## config.mk

```make
export PLATFORM = sky130hd
export DESIGN_NAME = uart_rxfsm_flat
export DESIGN_NICKNAME = d
export VERILOG_FILES = /design/src/rtl/uart_rxfsm_if.sv /design/src/rtl/uart_rxfsm.sv /design/src/flat_wrapper.sv
export SDC_FILE = /design/constraint.sdc
export NUM_CORES = 1
export LEC_CHECK = 0
export ABC_AREA = 1
export BUFFER_PORTS_ARGS = -buffer_cell sky130_fd_sc_hd__buf_4
export CAP_MARGIN = 20
export CORE_MARGIN = 2
export CORE_UTILIZATION = 39
export CTS_BUF_LIST = sky130_fd_sc_hd__clkbuf_8
export CTS_CLUSTER_DIAMETER = 80
export DETAILED_ROUTE_END_ITERATION = 8
export PLACE_DENSITY = 0.65
export SYNTH_ARGS = -nofsm -noshare
export SYNTH_HDL_FRONTEND = slang
export SYNTH_SLANG_ARGS = --single-unit
```

## constraint.sdc

```tcl
create_clock -name baud_clk_16x -period 2.08 [get_ports baud_clk_16x]
set_input_delay 0.104 -clock baud_clk_16x [delete_from_list [all_inputs] [get_ports baud_clk_16x]]
set_output_delay 0.104 -clock baud_clk_16x [all_outputs]
set_load 0.01 [all_outputs]
```

## src/rtl/uart_rxfsm_if.sv

```systemverilog
// Signal bundle between the UART receive FSM and its surroundings:
// configuration, the serial line, and the RX FIFO write side.
interface uart_rxfsm_if;
    logic       cfg_rx_enable;
    logic       cfg_stop_bit;
    logic [1:0] cfg_pri_mod;
    logic       si;
    logic       fifo_full;
    logic       fifo_wr;
    logic [7:0] fifo_data;
    logic       par_error;
    logic       frm_error;
    logic       rx_overrun;

    modport master (
        output cfg_rx_enable, cfg_stop_bit, cfg_pri_mod, si, fifo_full,
        input  fifo_wr, fifo_data, par_error, frm_error, rx_overrun
    );

    modport slave (
        input  cfg_rx_enable, cfg_stop_bit, cfg_pri_mod, si, fifo_full,
        output fifo_wr, fifo_data, par_error, frm_error, rx_overrun
    );
endinterface

```

## src/rtl/uart_rxfsm.sv

```systemverilog
// UART receive FSM on the 16x baud clock: qualifies the start bit mid-bit,
// recovers 8 data bits LSB first, optional parity, 1 or 2 stop bits.
module uart_rxfsm (
    input  logic         baud_clk_16x,
    input  logic         reset_n,
    uart_rxfsm_if.slave  rx
);

    localparam logic [2:0] IDLE  = 3'd0;
    localparam logic [2:0] START = 3'd1;
    localparam logic [2:0] DATA  = 3'd2;
    localparam logic [2:0] PAR   = 3'd3;
    localparam logic [2:0] STOP1 = 3'd4;
    localparam logic [2:0] STOP2 = 3'd5;

    logic       sync1_q, si_s_q;
    logic [2:0] rxstate_q, rxstate_d;
    logic [3:0] divcnt_q, divcnt_d;
    logic [2:0] cnt_q, cnt_d;
    logic [7:0] rxdata_q, rxdata_d;
    logic       perr_q, perr_d;
    logic       ferr_q, ferr_d;
    logic       fifo_wr_q, fifo_wr_d;
    logic [7:0] fifo_data_q, fifo_data_d;
    logic       par_error_q, par_error_d;
    logic       frm_error_q, frm_error_d;
    logic       rx_overrun_q, rx_overrun_d;
    logic       bit_mid;
    logic       par_exp;
    logic       complete;

    assign bit_mid = (divcnt_q == 4'd15);
    assign par_exp = rx.cfg_pri_mod[0] ? ~^rxdata_q : ^rxdata_q;

    always_comb begin
        rxstate_d    = rxstate_q;
        divcnt_d     = divcnt_q + 4'd1;
        cnt_d        = cnt_q;
        rxdata_d     = rxdata_q;
        perr_d       = perr_q;
        ferr_d       = ferr_q;
        fifo_wr_d    = 1'b0;
        fifo_data_d  = fifo_data_q;
        par_error_d  = 1'b0;
        frm_error_d  = 1'b0;
        rx_overrun_d = 1'b0;
        complete     = 1'b0;

        if (!rx.cfg_rx_enable) begin
            rxstate_d = IDLE;
            divcnt_d  = 4'd0;
            cnt_d     = 3'd0;
            rxdata_d  = 8'h00;
            perr_d    = 1'b0;
            ferr_d    = 1'b0;
        end else begin
            case (rxstate_q)
                IDLE: begin
                    divcnt_d = 4'd0;
                    if (!si_s_q) rxstate_d = START;
                end
                START: begin
                    // A start bit that is high again by mid-bit was a glitch.
                    if (divcnt_q == 4'd7) begin
                        divcnt_d  = 4'd0;
                        cnt_d     = 3'd0;
                        rxstate_d = si_s_q ? IDLE : DATA;
                    end
                end
                DATA: begin
                    if (bit_mid) begin
                        rxdata_d[cnt_q] = si_s_q;
                        cnt_d           = cnt_q + 3'd1;
                        if (cnt_q == 3'd7)
                            rxstate_d = (rx.cfg_pri_mod != 2'b00) ? PAR : STOP1;
                    end
                end
                PAR: begin
                    if (bit_mid) begin
                        if (si_s_q != par_exp) perr_d = 1'b1;
                        rxstate_d = STOP1;
                    end
                end
                STOP1: begin
                    if (bit_mid) begin
                        if (!si_s_q) ferr_d = 1'b1;
                        if (rx.cfg_stop_bit) rxstate_d = STOP2;
                        else                 complete  = 1'b1;
                    end
                end
                STOP2: begin
                    if (bit_mid) begin
                        if (!si_s_q) ferr_d = 1'b1;
                        complete = 1'b1;
                    end
                end
                default: rxstate_d = IDLE;
            endcase

            // ferr_d already includes the stop sample taken on this edge.
            if (complete) begin
                if (!rx.fifo_full) begin
                    fifo_wr_d   = 1'b1;
                    fifo_data_d = rxdata_q;
                    par_error_d = perr_q;
                    frm_error_d = ferr_d;
                end else begin
                    rx_overrun_d = 1'b1;
                end
                perr_d    = 1'b0;
                ferr_d    = 1'b0;
                divcnt_d  = 4'd0;
                rxstate_d = IDLE;
            end
        end
    end

    always_ff @(posedge baud_clk_16x or negedge reset_n) begin
        if (!reset_n) begin
            sync1_q      <= 1'b1;
            si_s_q       <= 1'b1;
            rxstate_q    <= IDLE;
            divcnt_q     <= 4'd0;
            cnt_q        <= 3'd0;
            rxdata_q     <= 8'h00;
            perr_q       <= 1'b0;
            ferr_q       <= 1'b0;
            fifo_wr_q    <= 1'b0;
            fifo_data_q  <= 8'h00;
            par_error_q  <= 1'b0;
            frm_error_q  <= 1'b0;
            rx_overrun_q <= 1'b0;
        end else begin
            sync1_q      <= rx.si;
            si_s_q       <= sync1_q;
            rxstate_q    <= rxstate_d;
            divcnt_q     <= divcnt_d;
            cnt_q        <= cnt_d;
            rxdata_q     <= rxdata_d;
            perr_q       <= perr_d;
            ferr_q       <= ferr_d;
            fifo_wr_q    <= fifo_wr_d;
            fifo_data_q  <= fifo_data_d;
            par_error_q  <= par_error_d;
            frm_error_q  <= frm_error_d;
            rx_overrun_q <= rx_overrun_d;
        end
    end

    assign rx.fifo_wr    = fifo_wr_q;
    assign rx.fifo_data  = fifo_data_q;
    assign rx.par_error  = par_error_q;
    assign rx.frm_error  = frm_error_q;
    assign rx.rx_overrun = rx_overrun_q;

endmodule

```

## src/flat_wrapper.sv

```systemverilog
// flat-port wrapper written by rule: the top's interface ports become plain ports
module uart_rxfsm_flat 
  (baud_clk_16x, reset_n, rx_cfg_rx_enable, rx_cfg_stop_bit, rx_cfg_pri_mod, rx_si, rx_fifo_full, rx_fifo_wr, rx_fifo_data, rx_par_error, rx_frm_error, rx_rx_overrun);
  uart_rxfsm_if rx_i ();
  input  logic baud_clk_16x;
  input  logic reset_n;
  input wire logic [$bits(rx_i.cfg_rx_enable)-1:0] rx_cfg_rx_enable;
  input wire logic [$bits(rx_i.cfg_stop_bit)-1:0] rx_cfg_stop_bit;
  input wire logic [$bits(rx_i.cfg_pri_mod)-1:0] rx_cfg_pri_mod;
  input wire logic [$bits(rx_i.si)-1:0] rx_si;
  input wire logic [$bits(rx_i.fifo_full)-1:0] rx_fifo_full;
  output wire logic [$bits(rx_i.fifo_wr)-1:0] rx_fifo_wr;
  output wire logic [$bits(rx_i.fifo_data)-1:0] rx_fifo_data;
  output wire logic [$bits(rx_i.par_error)-1:0] rx_par_error;
  output wire logic [$bits(rx_i.frm_error)-1:0] rx_frm_error;
  output wire logic [$bits(rx_i.rx_overrun)-1:0] rx_rx_overrun;
  assign rx_i.cfg_rx_enable = rx_cfg_rx_enable;
  assign rx_i.cfg_stop_bit = rx_cfg_stop_bit;
  assign rx_i.cfg_pri_mod = rx_cfg_pri_mod;
  assign rx_i.si = rx_si;
  assign rx_i.fifo_full = rx_fifo_full;
  assign rx_fifo_wr = rx_i.fifo_wr;
  assign rx_fifo_data = rx_i.fifo_data;
  assign rx_par_error = rx_i.par_error;
  assign rx_frm_error = rx_i.frm_error;
  assign rx_rx_overrun = rx_i.rx_overrun;
  uart_rxfsm u_core (.baud_clk_16x(baud_clk_16x), .reset_n(reset_n), .rx(rx_i));
endmodule
```

* After elaboration in Yosys (flattened, before gate mapping)
Index checks and enable logic that the tools add are counted.
** Operators by class
- Reduce and logical (&&, ||, !) cells :: 11
- Add/subtract/negate cells :: 2
- $lt $le $gt $ge :: 2
- Bitwise operators :: 1
- Eq/ne operators :: 25
- Mux-type cells :: 54
** Operators with widths (count)
- $mux W3 :: 13
- $mux W1 :: 28
- $mux W8 :: 3
- $ne A4 B2 Y1 const B :: 5
- $pmux W3 S6 :: 1
- $mux W4 :: 3
- $ne A3 B1 Y1 const B :: 4
- $eq A3 B3 Y1 const B :: 3
- $ne A3 B2 Y1 const B :: 3
- $reduce_and A3 Y1 :: 3
- $bwmux W8 :: 1
- $pmux W4 S2 :: 1
- $reduce_and A8 Y1 :: 1
- $reduce_xnor A8 Y1 :: 1
- $reduce_xor A8 Y1 :: 1
- $eq A3 B2 Y1 const B :: 2
- $pmux W3 S2 :: 1
- $add A4 B1 Y4 const B :: 1
- $eq A4 B3 Y1 const B :: 1
- $eq A4 B4 Y1 const B :: 1
- $lt A3 B4 Y1 const B :: 1
- $ne A2 B1 Y1 const B :: 2
- $ne A4 B3 Y1 const B :: 1
- $ne A4 B4 Y1 const B :: 1
- 13 further kinds :: 13
** Storage, ports and cells
- Output and inout bits :: 12
- Bits of input ports :: 8
- Logic and storage cells :: 108
- Register bits after elaboration :: 34

* Logic depth before layout (Yosys ltp)
- Depth after elaboration :: 8
- Mapped depth :: 10
- Depth with buffers taken out :: 10

* Least setup slack after synthesis
No wires, ideal clock.
- Kind :: reg-to-reg
- Start point :: register u_core.divcnt_q[0]
- End point :: register u_core.fifo_data_q[0] (netlist: u_core.rx.fifo_data[0])
- Stages on the path, launching flop included :: 9
- Arrival time :: 1389 ps
- Buffers on the path :: 1
- Slack :: 617 ps
- Clock period less this slack :: 1463 ps
- Data required time :: 2006 ps
- Path through :: dfrtp_1 -> ha_1 -> nand3_2 -> nor2_4 -> inv_2 -> nor3_4 -> inv_2 -> buf_6 -> o21ai_2
** Between the ends
- Cells in the longest elaborated chain, start to end :: 5
- Elaborated cells between the ends (all ways) :: 6
- Classes of those cells :: eq/ne (1); mux (4); reduce/logical (1)
** RTL lines
- start, declared :: RTL line uart_rxfsm.sv:18 : logic [3:0] divcnt_q, divcnt_d;
- start signal, assigned :: RTL line uart_rxfsm.sv:137 : divcnt_q <= divcnt_d;
- $eq A4 B4 Y1 * :: RTL line uart_rxfsm.sv:32 : assign bit_mid = (divcnt_q == 4'd15);
- $mux W1, on equally long branches :: RTL line uart_rxfsm.sv:92, uart_rxfsm.sv:85
- $pmux W1 S2 * :: RTL line uart_rxfsm.sv:57 : case (rxstate_q)
- $mux W1 * :: RTL line uart_rxfsm.sv:49 : if (!rx.cfg_rx_enable) begin
- $reduce_and A3 Y1 (no line) *
- end signal, assigned :: RTL line uart_rxfsm.sv:143 : fifo_data_q <= fifo_data_d;
- end, declared :: RTL line uart_rxfsm.sv:24 : logic [7:0] fifo_data_q, fifo_data_d;
Mark *: on every way between the ends. The rest lies on a longest branch, timed or not. The select of a mux whose other input is x is not followed.
A chain may end at the register's enable or synchronous reset.

* Final worst setup path
- Start point :: register u_core.divcnt_q[0]
- End point :: register u_core.fifo_data_q[1] (netlist: u_core.rx.fifo_data[1])
Same word-level chain as after synthesis.

==> flow_summary.yaml <==
run_status:
  status: "completed"
critical_path:
  arrival_ns: 1.80
  timing_worst_setup_path_type: "flip-flop to flip-flop"
  cp_data_required_time_ns: 2.24
  setup.worst_path.start_class: "flip-flop"
  path_max_fanout: 18
  cp-end-kind: "flip-flop"
logic_synthesis:
  yosysTopAreaCell: "dfrtp_1"
  syn_area_per_cell_sq_um: 7.98
  synthXorXnorAreaFrac_pct: 0.967
  synth.mux.area_fraction_pct: 0
  ys_ff_latch: 34
  yosysSeqAreaShare_pct: 47.1
  syn_area_sq_mm: 0.00181
  ys_dominant_reg_cell: "dfrtp_1"
  syn_nets: 238
  synth_top_area_share_pct: 44.2
  synth_compound_area_share_pct: 11.8
  synthArstFlopShare_pct: 100
  synth_top_family_by_area: "simple AND/OR/NAND/NOR gates"
  syn_inst: 227
  synth_top_cells_by_area: "dfrtp_1 44%, nand2_1 13%, inv_1 6.0%, o21ai_2 4.4%, nand4_1 4.1%"
  synth-simple-area-share_pct: 29.6
  synth.distinct_cells: 25
  synth_fa_ha_area_share_pct: 2.07
  yosysWarnings: 0
  synth_edf_count: 0
detailed_routing:
  via_per_inst: 4.77
  wl_per_cell_um: 11.1
  drcViolationCount: 0
  drt_iter0_drc: 93
  via_count: 1463
  drt-pass1-iter-count: 4
  antenna_left: 0
  routed_wl_um: 3400
timing:
  whs_ns: 0.212
  max_freq_mhz: 612
  hold_viol_final: 0
  setup_ws_ns: 0.446
  min_period_ns: 1.63
  setup_viol: 0
  fin_tns_setup_ns: 0
  tightestPinTransition_ns: 0.511
  skew_ns: 0.00314
  rsz0062_at_grt: "no"
  finalCritPeriodShare_pct: 78.5
  slew_headroom_pct: 65.9
  slew_violations: 0
place:
  dp_hpwl_um: 2550
  placed_cell_area_sq_mm: 0.00200
  place.gp.congestion: 0.872
  dp_slack_ns: 0.442
  portBuffers: 19
  dp_cells: 296
power_and_ir_drop:
  comb_power_share_pct: 25.8
  p_sw_mw: 0.589
  power.density_mw_per_mm2: 803
  fin_total_pwr_mw: 1.71
  pwr-share-seq_pct: 45.4
  p_leak_nw: 1.13
  switching_share_pct: 34.5
  cell_internal_pwr_mw: 1.12
  vdd_drop_max_uv: 405
  clkPwrFrac_pct: 28.8
clock_network:
  htree_levels: 2
  cts-root-buf: "clkbuf_8"
  clock-sinks: 34
  path_clk_slew_ns: 0.07
  insertion_delay_ns: 0.28
  cts_tree: "done"
  clockBufferDepth: 2
  cts_inserted_buffers: 5
floorplan:
  rows: 24
  coreArea_sq_mm: 0.00441
  die_h_um: 72.2
  ioPinCount: 20
  die-area_sq_mm: 0.00521
  fp.dieW_um: 72.2
  start_util_pct: 41.0
global_routing:
  grt_pass1_wl_um: 6110
  grt_pass1_vias: 1372
  antenna_found_initial: 0
  overflow: 0
  grt_max_degree: 35
  grt_usage_pct: 15.2
cells_and_area:
  stdcell_count: 307
  syn2layout_area_growth_pct: 17.3
  layout_common_cells: "61 x nand2_1, 32 x dfrtp_1, 30 x inv_1"
  nFillCells: 438
  stdcell_area_sq_mm: 0.00213
  drive_gt1_share_pct: 22.4
  nets: 265
  final_core_util_pct: 48.2
  diodes: 0
  final_common_cell: "nand2_1"
hold_path:
  hold_path_class: "input pin to flip-flop"
run:
  drv_cap: 0
==> area by class of cell <==
| cell class | count | area [sq um] | area share [%] |
|---|---|---|---|
| tap | 52 | 65.1 | 3.06 |
| clock inverter | 2 | 8.76 | 0.412 |
| timing repair buffer | 22 | 173 | 8.12 |
| clock buffer | 6 | 82.6 | 3.88 |
| multi-input combinational | 154 | 805 | 37.8 |
| sequential | 34 | 853 | 40.1 |
| inverter | 37 | 139 | 6.53 |
==> metal layers <==
| layer | share of wire [%] | vias to the layer above | global-route usage (%) |
|---|---|---|---|
| li1 | - | 780 | - |
| met1 | 50 | 649 | 19.6 |
| met2 | 44 | 30 | 23.5 |
| met3 | 4.4 | 4 | 4.31 |
| met4 | 1.9 | 0 | 6.92 |
| met5 | 0 | - | 0 |
==> logic make-up after synthesis <==
logic type,after synthesis
AND/OR/NAND/NOR,114
flip-flops,34
AO/OA/AOI/OAI,35
buffers and inverters,39
adder cells (fa/ha/maj),3
XOR/XNOR,2
==> repair_timing <==
action,in CTS,in global routing
hold buffers,3,0
setup buffers,0,0
resized for setup,0,0
hold endpoints to repair,34,0
==> flip-flops by register name, indices dropped and copies added (netlist names) <==
name / cells
u_core.cnt_q: 3
u_core.divcnt_q: 4
u_core.ferr_q: 1
u_core.perr_q: 1
u_core.rx.fifo_data: 8
u_core.rx.fifo_wr: 1
u_core.rx.frm_error: 1
u_core.rx.par_error: 1
u_core.rx.rx_overrun: 1
u_core.rxdata_q: 8
u_core.rxstate_q: 3
u_core.si_s_q: 1
u_core.sync1_q: 1
==> critical path, stage by stage (launching register included) <==
cell and delay (ns):
dfrtp_1 0.37, ha_1 0.21, nand3_2 0.22, nor2_4 0.19
inv_2 0.05, nor3_4 0.13, inv_2 0.17, nand2_1 0.11
o21ai_2 0.05
==> power groups by stage <==
stage          logic [mW]  registers (mW)  clock network (mW)
2_1_floorplan       0.345           0.771                   0
3_3_place_gp        0.438           0.786                   0
3_5_place_dp        0.437           0.787                   0
4_1_cts             0.443           0.774               0.521
5_1_grt             0.504           0.785               0.543
6_report            0.440           0.775               0.492
==> final timing paths <==
kind / from / end / slack (ns) / cells after the start
setup / recovery: u_core.divcnt_q[0]$_DFF_PN0_ / u_core.rx.fifo_data[1]$_DFFE_PN0P_ / 0.45 / 8
hold / removal: rx_cfg_stop_bit / u_core.rx.rx_overrun$_DFF_PN0_ / 0.21 / 6
setup reg to reg: u_core.divcnt_q[0]$_DFF_PN0_ / u_core.rx.fifo_data[1]$_DFFE_PN0P_ / 0.45 / 8
hold reg to reg: u_core.sync1_q$_DFF_PN1_ / u_core.si_s_q$_DFF_PN1_ / 0.36 / 0
max in group asynchronous: reset_n / u_core.si_s_q$_DFF_PN1_ / 1.44 / 2
min in group asynchronous: reset_n / u_core.rxstate_q[2]$_DFFE_PN0P_ / 0.31 / 2
==> cell usage after synthesis, drive strengths merged, types with 2 or more instances <==
cell and instances:
nand3 11, dfrtp 32, nand2 64, nand4 12, ha 3, dfstp 2, inv 37, nor2 25
a21oi 8, o21ai 25, nor3 2
No activity file was read; power rests on OpenSTA's default activity.
